File: src/rtl/regfile_wb_arbiter.sv
// ---------------------------------------------------------------------------
// regfile_wb_arbiter
//   Merges two register-file writeback requesters onto a single write port.
//   Requester A (ALU writeback) and requester B (load return) use a
//   valid/ready handshake. Ties are resolved round-robin, with A winning the
//   first tie after reset. An accepted write appears on wr_* one cycle later.
//   Writes to register 0 are dropped and counted in zero_drops.
//
// Ports
//   clk        : clock, all state updates on the rising edge
//   rst_n      : asynchronous active-low reset
//   a_valid    : requester A presents a write
//   a_addr     : destination register of A
//   a_data     : write data of A
//   a_ready    : A's write is accepted this cycle (combinational)
//   b_valid    : requester B presents a write
//   b_addr     : destination register of B
//   b_data     : write data of B
//   b_ready    : B's write is accepted this cycle (combinational)
//   wr_stall   : register-file write port unavailable this cycle
//   wr_en      : registered write strobe to the register file
//   wr_addr    : registered write index
//   wr_data    : registered write data
//   zero_drops : saturating count of accepted writes to register 0
// ---------------------------------------------------------------------------
module regfile_wb_arbiter #(
  parameter int WIDTH  = 32,
  parameter int ADDR_W = 5
) (
  input  logic              clk,
  input  logic              rst_n,
  input  logic              a_valid,
  input  logic [ADDR_W-1:0] a_addr,
  input  logic [WIDTH-1:0]  a_data,
  output logic              a_ready,
  input  logic              b_valid,
  input  logic [ADDR_W-1:0] b_addr,
  input  logic [WIDTH-1:0]  b_data,
  output logic              b_ready,
  input  logic              wr_stall,
  output logic              wr_en,
  output logic [ADDR_W-1:0] wr_addr,
  output logic [WIDTH-1:0]  wr_data,
  output logic [7:0]        zero_drops
);

  // 1 when B won the most recent grant; resets to 1 so A takes the first tie.
  logic              last_b_r;
  logic              wr_en_r;
  logic [ADDR_W-1:0] wr_addr_r;
  logic [WIDTH-1:0]  wr_data_r;
  logic [7:0]        zero_drops_r;

  logic              a_grant_s;
  logic              b_grant_s;
  logic              accept_s;
  logic [ADDR_W-1:0] sel_addr_s;
  logic [WIDTH-1:0]  sel_data_s;

  // Grant decision: nothing is granted during reset or while the port stalls.
  always_comb begin
    a_grant_s = 1'b0;
    b_grant_s = 1'b0;
    if (rst_n && !wr_stall) begin
      if (a_valid && b_valid) begin
        if (last_b_r) begin
          a_grant_s = 1'b1;
        end else begin
          b_grant_s = 1'b1;
        end
      end else if (a_valid) begin
        a_grant_s = 1'b1;
      end else if (b_valid) begin
        b_grant_s = 1'b1;
      end else begin
        a_grant_s = 1'b0;
        b_grant_s = 1'b0;
      end
    end else begin
      a_grant_s = 1'b0;
      b_grant_s = 1'b0;
    end
  end

  // Select the winning requester's write.
  always_comb begin
    accept_s = a_grant_s | b_grant_s;
    if (b_grant_s) begin
      sel_addr_s = b_addr;
      sel_data_s = b_data;
    end else begin
      sel_addr_s = a_addr;
      sel_data_s = a_data;
    end
  end

  // Writeback register stage, round-robin state and register-0 drop counter.
  always_ff @(posedge clk or negedge rst_n) begin
    if (!rst_n) begin
      last_b_r     <= 1'b1;
      wr_en_r      <= 1'b0;
      wr_addr_r    <= {ADDR_W{1'b0}};
      wr_data_r    <= {WIDTH{1'b0}};
      zero_drops_r <= 8'd0;
    end else if (accept_s) begin
      // Round-robin state advances even for dropped register-0 writes.
      last_b_r <= b_grant_s;
      if (sel_addr_s != {ADDR_W{1'b0}}) begin
        wr_en_r   <= 1'b1;
        wr_addr_r <= sel_addr_s;
        wr_data_r <= sel_data_s;
      end else begin
        wr_en_r <= 1'b0;
        if (zero_drops_r != 8'hFF) begin
          zero_drops_r <= zero_drops_r + 8'd1;
        end else begin
          zero_drops_r <= zero_drops_r;
        end
      end
    end else begin
      // No acceptance: strobe drops, address/data hold.
      wr_en_r <= 1'b0;
    end
  end

  assign a_ready    = a_grant_s;
  assign b_ready    = b_grant_s;
  assign wr_en      = wr_en_r;
  assign wr_addr    = wr_addr_r;
  assign wr_data    = wr_data_r;
  assign zero_drops = zero_drops_r;

endmodule

File: config.mk
export PLATFORM = sky130hd
export DESIGN_NAME = regfile_wb_arbiter
export DESIGN_NICKNAME = d
export VERILOG_FILES = /design/src/rtl/regfile_wb_arbiter.sv
export SDC_FILE = /design/constraint.sdc
export NUM_CORES = 1
export LEC_CHECK = 0
export CORE_MARGIN = 4
export CORE_UTILIZATION = 40
export CTS_CLUSTER_SIZE = 12
export DETAILED_ROUTE_END_ITERATION = 16
export DONT_BUFFER_PORTS = 1
export HOLD_SLACK_MARGIN = 0.02
export PLACE_DENSITY = 0.64
export RECOVER_POWER = 100
export SKIP_LAST_GASP = 1
export SYNTH_ARGS = -nofsm -noshare
export SYNTH_HDL_FRONTEND = slang
export SYNTH_SLANG_ARGS = --single-unit
File: constraint.sdc
create_clock -name clk -period 2.16 [get_ports clk]
set_clock_uncertainty 0.1 [all_clocks]
set_input_delay 0.324 -clock clk [delete_from_list [all_inputs] [get_ports clk]]
set_output_delay 0.324 -clock clk [all_outputs]
set_load 0.1 [all_outputs]
==> metrics.txt, run 1 <==
outcome completed; Mapped Area 2230 µm²; WP buf/inv 1; net switching power 1.54 mW; DPL Wire Length 4.08 mm; global-route wire length before repair 8.25 mm; max frequency 502 MHz; vias in the first global route 1765; Worst-path clk slew 0.08 ns; CORE AREA 5270 µm²; CP arrival 1.57 ns; P_int 1.43 mW; Sink Count 47; layout cell share with drive strength beyond 1 25.8%; # H-tree levels 2; DP Area 2720 µm²; setup TNS 0 ns; synthesis-stage register bit count 47; Synthesis Warnings 0; Longest Clk Path Bufs 2; Setup crit end kind output pin; top post-synthesis cells by area dfrtp_1 52%, nand2_1 12%, a31oi_1 9.0%; grt total ovfl 0; crit-path max cell delay 0.56 ns; required time worst endpoint 1.74 ns; maximum vdd drop 0.000562 V; n_diodes 0; antenna violations before repair 0; Via density 5.17; Skew-Pair Late Insertion Delay 0.29 ns; minimum clock period 1.99 ns; die area 6840 µm²; area grow syn2layout 20.0%; total track usage 16.3%; Seq pwr share 35.4%; Hold Crit Class in -> reg; TritonCTS clock tree yes; leakage 1.26 nW; critical path launch point type register; slowest cell on the critical path dfstp_1; Synth area leader dfrtp_1; Clock power frac 17.0%; CP delay by family, top flip-flops; count of cell types in the netlist 30; PD cells 1110 nW/µm²; kind of critical path reg -> out; Die Ht 82.7 µm; port bufs 0; WL final 5.50 mm; initial DRC count 50; sequential area share after synthesis 52.7%; via count 1888; Sw Share 51.8%; root buf cell clkbuf_8; Detail Route Antenna Nets 0; routed length per instance 15.1 µm; Comb pwr share 47.6%; setup violators final 0; Num CTS Buffers 5; maximum fanout along the worst path 3; fin crit share 92.3%; Synth top area share 51.6%; worst slew pin tran 1.13 ns; fin nets 374; FP Rows 26; Initial Util 42.4%; Finished Cell Area 2680 µm²; Mapped Cells 246; Pre-Repair DR Iteration Count 4; max_cap viols 0; largest net degree at the start of global routing 48; final hold vios 0; CP cell instances nand2b_1 > and3_1 > clkbuf_2; Post-Syn Nets 326; Worst slew margin 24.4%; post-CTS sizing 0; Slew Limit Fails 0; chip width 82.7 µm; final RePlAce weighted congestion 0.813; RSZ-0062 raised after global routing false; DRC violations left 0; synthesized area per cell 9.07 µm²; Ports 127
==> registers in the layout, summed over array words and instances, names as in the netlist <==
register / cells
last_b_r: 1
wr_addr: 5
wr_en: 1
wr_data: 32
zero_drops: 8
==> power groups by stage <==
stage,clock network (mW),registers (mW),logic [mW]
final,0.506,1.05,1.42
after global routing,0.569,1.07,1.48
after CTS,0.527,1.06,1.52
after detailed placement,0,1.08,1.49
after global placement,0,1.07,1.48
after floorplan,0,2.06,0.209
==> kinds of logic (layout without fill, tap and decap cells) <==
group | after synthesis | in the layout | share of synthesized area (%)
DFF | 47 | 47 | 52.7
buffers and inverters | 19 | 68 | 3.20
AOI/OAI and AO/OA | 43 | 43 | 13.7
adders and majority gates | 1 | 1 | 0.560
xor gates and xnor gates | 6 | 6 | 2.35
muxes | 6 | 6 | 2.75
and+or+nand+nor | 124 | 124 | 24.7
==> cells in the final DEF, fill, tap and decap left out, drive strengths merged <==
cell type,Yosys,routed
dfrtp,46,46
dlygate4sd3,0,1
xnor2,1,1
a21oi,4,4
nor4b,1,1
a31oi,32,32
mux2i,5,5
o21ai,1,1
nand2b,1,1
buf,0,6
nor2,39,39
o221ai,1,1
o211ai,1,1
ha,1,1
clkbuf,14,55
nand3,4,4
and2b,1,1
nor4,1,1
xor2,5,5
nand2,69,69
o22ai,2,2
o21a,1,1
and3,1,1
nor3,3,3
mux2,1,1
nand4,1,1
nand3b,1,1
dfstp,1,1
a311oi,1,1
inv,5,5
clkinv,0,1
or4,2,2
==> final cells by class <==
cell class	instances	area (µm²)
flip-flops and latches	47	1180
well taps	70	87.6
clock buffers	7	76.3
multi-input cells	180	983
clock inverters	1	5.00
repair buffers	55	324
inverters	5	18.8
fillers	542	2590
==> through the flow <==
step | std cells | hold WS, ns | power (mW) | setup slack, ns | utilization, %
floorplan | 246 | -0.0716 | 2.27 | 0.0000711 | -
global placement | 355 | -0.0702 | 2.55 | 0.101 | 51.6
global route | 365 | 0.0514 | 3.11 | 0.0627 | 50.8
detailed placement | 355 | -0.0702 | 2.57 | 0.0868 | 51.6
CTS | 365 | 0.0590 | 3.10 | 0.209 | 53.9
finish | 365 | 0.0682 | 2.98 | 0.166 | 50.8
==> synth_stat cells (all sizes together) <==
cell type / count
nand2: 69
dfrtp: 46
nor2: 39
a31oi: 32
clkbuf: 14
inv: 5
mux2i: 5
xor2: 5
a21oi: 4
nand3: 4
nor3: 3
o22ai: 2
or4: 2
a311oi: 1
and2b: 1
and3: 1
dfstp: 1
ha: 1
mux2: 1
nand2b: 1
nand3b: 1
nand4: 1
nor4: 1
nor4b: 1
o211ai: 1
o21a: 1
o21ai: 1
o221ai: 1
xnor2: 1
==> routing by layer <==
layer	share of wire (%)	vias up	global-route usage, %
li1	-	933	-
met1	40	851	19.1
met2	46	95	26.8
met3	13	9	6.51
met4	2.1	0	5.72
met5	0	-	0
==> worst paths after layout <==
| check | slack, ns | start | endpoint | cells past startpoint |
|---|---|---|---|---|
| worst max-delay path | 0.17 | last_b_r | a_ready | 3 |
| worst min register to register | 0.41 | last_b_r | last_b_r | 2 |
| min in group asynchronous | 0.69 | rst_n | zero_drops[6] | 2 |
| worst min-delay path | 0.07 | b_data[28] | wr_data[28] | 2 |
| worst max register to register | 0.18 | last_b_r | zero_drops[7] | 5 |
| max in group asynchronous | 0.50 | rst_n | zero_drops[4] | 2 |
==> worst register-to-register path, delay by kind of cell, from the launching register on <==
family	cells	cell delay, ns
DFF	1	0.56
AOI/OAI and AO/OA	2	0.67
xor gates and xnor gates	1	0.15
and+or+nand+nor	2	0.43
==> what timing repair did <==
| action | CTS | global route |
|---|---|---|
| setup endpoints to repair | 0 | 0 |
| buffers inserted | 0 | 0 |
| hold buffers | 2 | 0 |
| hold endpoints to repair | 47 | 0 |
Note: power is estimated with default switching activity, not from simulation.
==> run 2, diff against run 1 <==
--- a/config.mk
+++ b/config.mk
@@ -5,13 +5,14 @@
 export SDC_FILE = /design/constraint.sdc
 export NUM_CORES = 1
 export LEC_CHECK = 0
+export CAP_MARGIN = 20
 export CORE_MARGIN = 4
-export CORE_UTILIZATION = 40
+export CORE_UTILIZATION = 54
 export CTS_CLUSTER_SIZE = 12
 export DETAILED_ROUTE_END_ITERATION = 16
 export DONT_BUFFER_PORTS = 1
 export HOLD_SLACK_MARGIN = 0.02
-export PLACE_DENSITY = 0.64
+export PLACE_DENSITY = 0.79
 export RECOVER_POWER = 100
 export SKIP_LAST_GASP = 1
 export SYNTH_ARGS = -nofsm -noshare
==> run 2 against run 1 <==
Net effect:
- maximum frequency is 1.4% lower
- core utilization up 15 points
- power is 2.4% higher
==> metrics.txt, run 2 (synthesis results as in run 1) <==
Worst slew margin 24.5%; via count 1919; n_diodes 0; CP arrival 2.12 ns; worst slew pin tran 1.13 ns; Ports 127; Reg2Reg Depth 7; Storage cell area 1180 µm²; Detail Route Antenna Nets 0; Sink Count 47; Seq pwr share 34.6%; most common cell after layout, fill and taps aside nand2_1; minimum clock period 2.02 ns; fin nets 373; Worst-path clk slew 0.09 ns; Hold Crit Class in -> reg; outcome completed; required time worst endpoint 2.26 ns; Pre-Repair DR Iteration Count 4; global-route wire length before repair 9.09 mm; port bufs 0; pre-CTS setup slack 0.0400 ns; setup violators final 0; crit-path max cell delay 0.55 ns; critical path launch point type register; reg2reg start last_b_r; WHS 0.0643 ns; max reg flops 32; Cells after DPL 334; total track usage 22.6%; Setup crit end kind register; FP Rows 23; largest net degree at the start of global routing 74; # Post-CTS Setup Buffers 0; setup slack, reg-to-reg 0.14 ns; net switching power 1.55 mW; Hold Crit Depth 2; Die Ht 72.3 µm; die area 5230 µm²; Sw Share 50.9%; hold endpoint wr_data[26]; kind of critical path reg -> reg; PD cells 1150 nW/µm²; vias in the first global route 1960; TritonCTS clock tree yes; Tot Pwr 3.05 mW; final core utilization 66.0%; Layout fillers 347; Hold Path Origin b_data[26]; setup TNS 0 ns; Via density 5.58; Finished Cell Area 2640 µm²; Num CTS Buffers 5; Finished Layout Cells 344; commonest non-fill, non-tap cells in the layout 69 x nand2_1, 49 x clkbuf_2, 41 x dfrtp_1, 39 x nor2_1, 32 x a31oi_1; final hold vios 0; grt total ovfl 0; maximum fanout along the worst path 73; Slew Limit Fails 0; area of the multi-input gates 970 µm²; root buf cell clkbuf_8; initial DRC count 67; slowest cell on the critical path dfstp_2; leakage 1.26 nW; Initial Util 55.8%; Comb pwr share 46.6%; DP Area 2680 µm²; DPL Wire Length 4.17 mm; CP cell instances nand2_1 > nor4b_4 > clkbuf_1 > nor3_2 > buf_12 > nor2_1 > a31oi_1; final worst setup slack 0.137 ns; RSZ-0062 raised after global routing false; fin crit share 93.6%; CORE AREA 4000 µm²; P_int 1.50 mW; antenna violations before repair 0; R2R Path End wr_data[15]; max_cap viols 0; layout cell share with drive strength beyond 1 25.2%; maximum vdd drop 0.000660 V; Clock power frac 18.8%; WL final 5.73 mm; Longest Clk Path Bufs 2; routed length per instance 16.7 µm; # H-tree levels 2; area grow syn2layout 18.3%; Skew-Pair Late Insertion Delay 0.29 ns; max frequency 494 MHz; DRC violations left 0; final RePlAce weighted congestion 0.775; chip width 72.3 µm
==> run 2: cell count changes in the layout (fill, tap and decap cells not counted), sizes merged <==
cell,previous run,this run
buf,6,3
clkbuf,55,58
clkinv,1,0
==> run 2: repair_timing <==
action	4_1_cts	5_1_grt
endpoints found under the setup margin	0	0
endpoints found under the hold margin	47	0
gates resized for setup	0	0
hold buffers	2	0
==> run 2: cell type report <==
type / instances / share of cell area, %
clock buffers: 8 / 3.79
inverters: 5 / 0.711
repair buffers: 54 / 11.6
well taps: 50 / 2.37
flip-flops and latches: 47 / 44.8
multi-input cells: 180 / 36.7
==> run 2: worst max-delay path by stage <==
stage | from | endpoint | depth (start not counted)
final | last_b_r | wr_data[15] | 7
after global routing | last_b_r | zero_drops[7] | 5
after CTS | last_b_r | wr_data[11] | 7
after detailed placement | a_addr[2] | zero_drops[7] | 5
after global placement | a_addr[2] | zero_drops[7] | 5
after floorplan | zero_drops[2] | zero_drops[1] | 3
==> run 2: layer usage <==
metal	global-route usage, %	up-vias	share of wire [%]
met5	0	-	0
li1	-	929	-
met4	8.77	0	2.2
met1	26.3	875	37
met3	6.09	13	10
met2	39.6	102	50
==> run 2: power groups by stage <==
stage	Sequential [mW]	Clock (mW)	Combinational, mW
floorplan	2.06	0	0.209
global placement	1.07	0	1.47
detailed placement	1.08	0	1.49
CTS	1.06	0.578	1.51
global route	1.07	0.618	1.48
finish	1.06	0.573	1.42
==> run 2: critical path: cells and delay by family, from the launching register on <==
kind	cells	cell delay (ns)
AOI/OAI and AO/OA	1	0.19
buffers and inverters	2	0.43
DFF	1	0.55
and+or+nand+nor	4	0.62
==> RTL change (flow settings as in run 2) <==
Make the reset (`rst_n`) synchronous in one clocked block. Comments in the files are not updated.
--- a/src/rtl/regfile_wb_arbiter.sv
+++ b/src/rtl/regfile_wb_arbiter.sv
@@ -95,7 +95,7 @@
   end
 
   // Writeback register stage, round-robin state and register-0 drop counter.
-  always_ff @(posedge clk or negedge rst_n) begin
+  always_ff @(posedge clk) begin
     if (!rst_n) begin
       last_b_r     <= 1'b1;
       wr_en_r      <= 1'b0;
Behaviour: differs if rst_n is asserted again (counterexample within 4 cycles, from zero or initial values and one cycle with rst_n low); with rst_n held inactive, the same outputs for 10 cycles.
==> RTL change against run 2 <==
Count of clock-buffer cells in the layout fell by 2. Sequential share of layout area decreased by 7.7 points. Cell area down 3.8%. Synthesized area decreased by 3.6%. Sequential cell count unchanged. Highest routed layer unchanged. Register-to-register slack improved by 70 ps. Wire length decreased by 10%. Largest cell class is now multi-input gates. Setup slack better by 62 ps.
Power is not compared: it rests on default switching activity, and its combinational part moved more than twofold at a synthesized area within 25%.
==> RTL change: results (changes against run 2) <==
metric,value,unit,change
critical path's slowest cell,or4_4,,was dfstp_2
Yosys warning count,0,,unchanged
routability cong.,0.796,,was 0.775
DP Area,2570,um2,was 2680 um2
top post-synthesis cells by area,"dfxtp_1, mux2i_1, o21ai_0, nand3_1, buf_2",,"was dfrtp_1, nand2_1, a31oi_1, nor2_1, clkbuf_1"
Sw Ratio,0.380,,
max reg flops,32,,unchanged
total global-route track usage,0.199,,was 0.226
vias in the first global route,1928,,was 1960
reg2reg setup slack,210,ps,was 140 ps
worst-path maximum fanout,11,,was 73
Non-Filler Instances,327,,was 344
R2R Path Start,last_b_r,,unchanged
hold endpoint,last_b_r,,was wr_data[26]
register area share after synthesis,0.437,,was 0.527
"Reg clk slew, reported paths",80,ps,
Hold Worst Slack,76.1,ps,was 64.3 ps
Least-Margin Pin Slew,606,ps,was 1130 ps
fin util,0.678,,was 0.660
vias per std cell,5.73,,was 5.58
pre-CTS WS,-69.2,ps,was 40.0 ps
DPL Wire Length,4200,um,was 4170 um
Post-synth top cells,"dfxtp_1, o21ai_0, nand3_1",,"was nand2_1, dfrtp_1, nor2_1"
outcome,finished clean,,unchanged
worst hold stages,1,,was 2
cell count after synthesis,234,,was 246
WL met3,421,um,was 590 um
crit-path max cell delay,520,ps,was 550 ps
Max clock buf depth,2,,unchanged
"Arr. time, crit path",2070,ps,was 2120 ps
post-route setup slack,199,ps,was 137 ps
WL met1,1990,um,was 2130 um
met2 WL,2650,um,was 2890 um
top cell type by total area after synthesis,dfxtp_1,,was dfrtp_1
PortBufs,0,,unchanged
r2r worst-path depth,6,,was 7
Hold Path Class,in -> reg,,unchanged
DRT iter0 DRCs,112,,was 67
router iterations before antenna repair,4,,unchanged
Fill cells,331,,was 347
Cell variety after synth,32,,was 30
RR Endpoint,wr_data[21],,was wr_data[15]
Hold Crit Start,b_valid,,was b_data[26]
Worst IR Drop VDD,0.000574,V,
share of cells above drive strength 1,0.269,,was 0.252
Mapped Nets,314,,was 326
Layout Nets,358,,was 373
DR top layer,met4,,unchanged
WL per Instance,15.7,um,was 16.7 um
Inst Count DP,319,,was 334
initial antenna violation count,0,,unchanged
Final Hold Vio Count,0,,unchanged
first-pass GRT wire length,8310,um,was 9090 um
"FFs w/ async S/R, synth",0,,was 1.00
largest net degree at the start of global routing,43,,was 74
-- RTL change: cell types whose count changed after synthesis, sizes merged, moves of 11 or more --
cell and delta:
a31oi -32, buf +11, dfrtp -46, dfxtp +47
mux2i +31, nand2 -63, nand3 +36, nor2 -37
o21ai +42
-- RTL change: logic make-up (layout without fill, tap and decap cells) --
family	Yosys count	count (layout)	synth area share
adder cells (fa/ha/maj)	1	1	0.00582
multiplexers	38	38	0.178
XOR/XNOR	1	1	0.00407
AO/OA/AOI/OAI	56	56	0.144
buffers and inverters	23	68	0.0489
AND/OR/NAND/NOR	68	68	0.182
flip-flops	47	47	0.437
-- RTL change: how the worst max path moves through the flow --
stage | startpoint | end | depth (start not counted)
3_3_place_gp | a_addr[2] | zero_drops[4] | 5
6_report | a_addr[2] | zero_drops[3] | 5
5_1_grt | last_b_r | wr_data[21] | 6
3_5_place_dp | a_addr[2] | zero_drops[3] | 5
2_1_floorplan | zero_drops[3] | zero_drops[3] | 6
4_1_cts | last_b_r | b_ready | 5
-- RTL change: area by class of cell --
type	count	area [um2]	share of cell area
Multi-Input combinational cell	164	1110	0.437
Sequential cell	47	942	0.371
Timing Repair Buffer	55	307	0.121
Clock buffer	6	82.6	0.0325
Tap cell	48	60.1	0.0236
Inverter	5	22.5	0.00887
Clock inverter	2	16.3	0.00640
-- RTL change: worst reg2reg max path: cells and delay by family (launching register included) --
| family | cells | cell delay [ps] |
|---|---|---|
| AND/OR/NAND/NOR | 4 | 990 |
| AO/OA/AOI/OAI | 1 | 110 |
| buffers and inverters | 1 | 260 |
| flip-flops | 1 | 370 |
-- RTL change: routing by layer --
layer	GRT usage	vias up
met5	0	-
met4	0.0605	0
met3	0.0511	8
met2	0.366	84
met1	0.224	844
li1	-	939
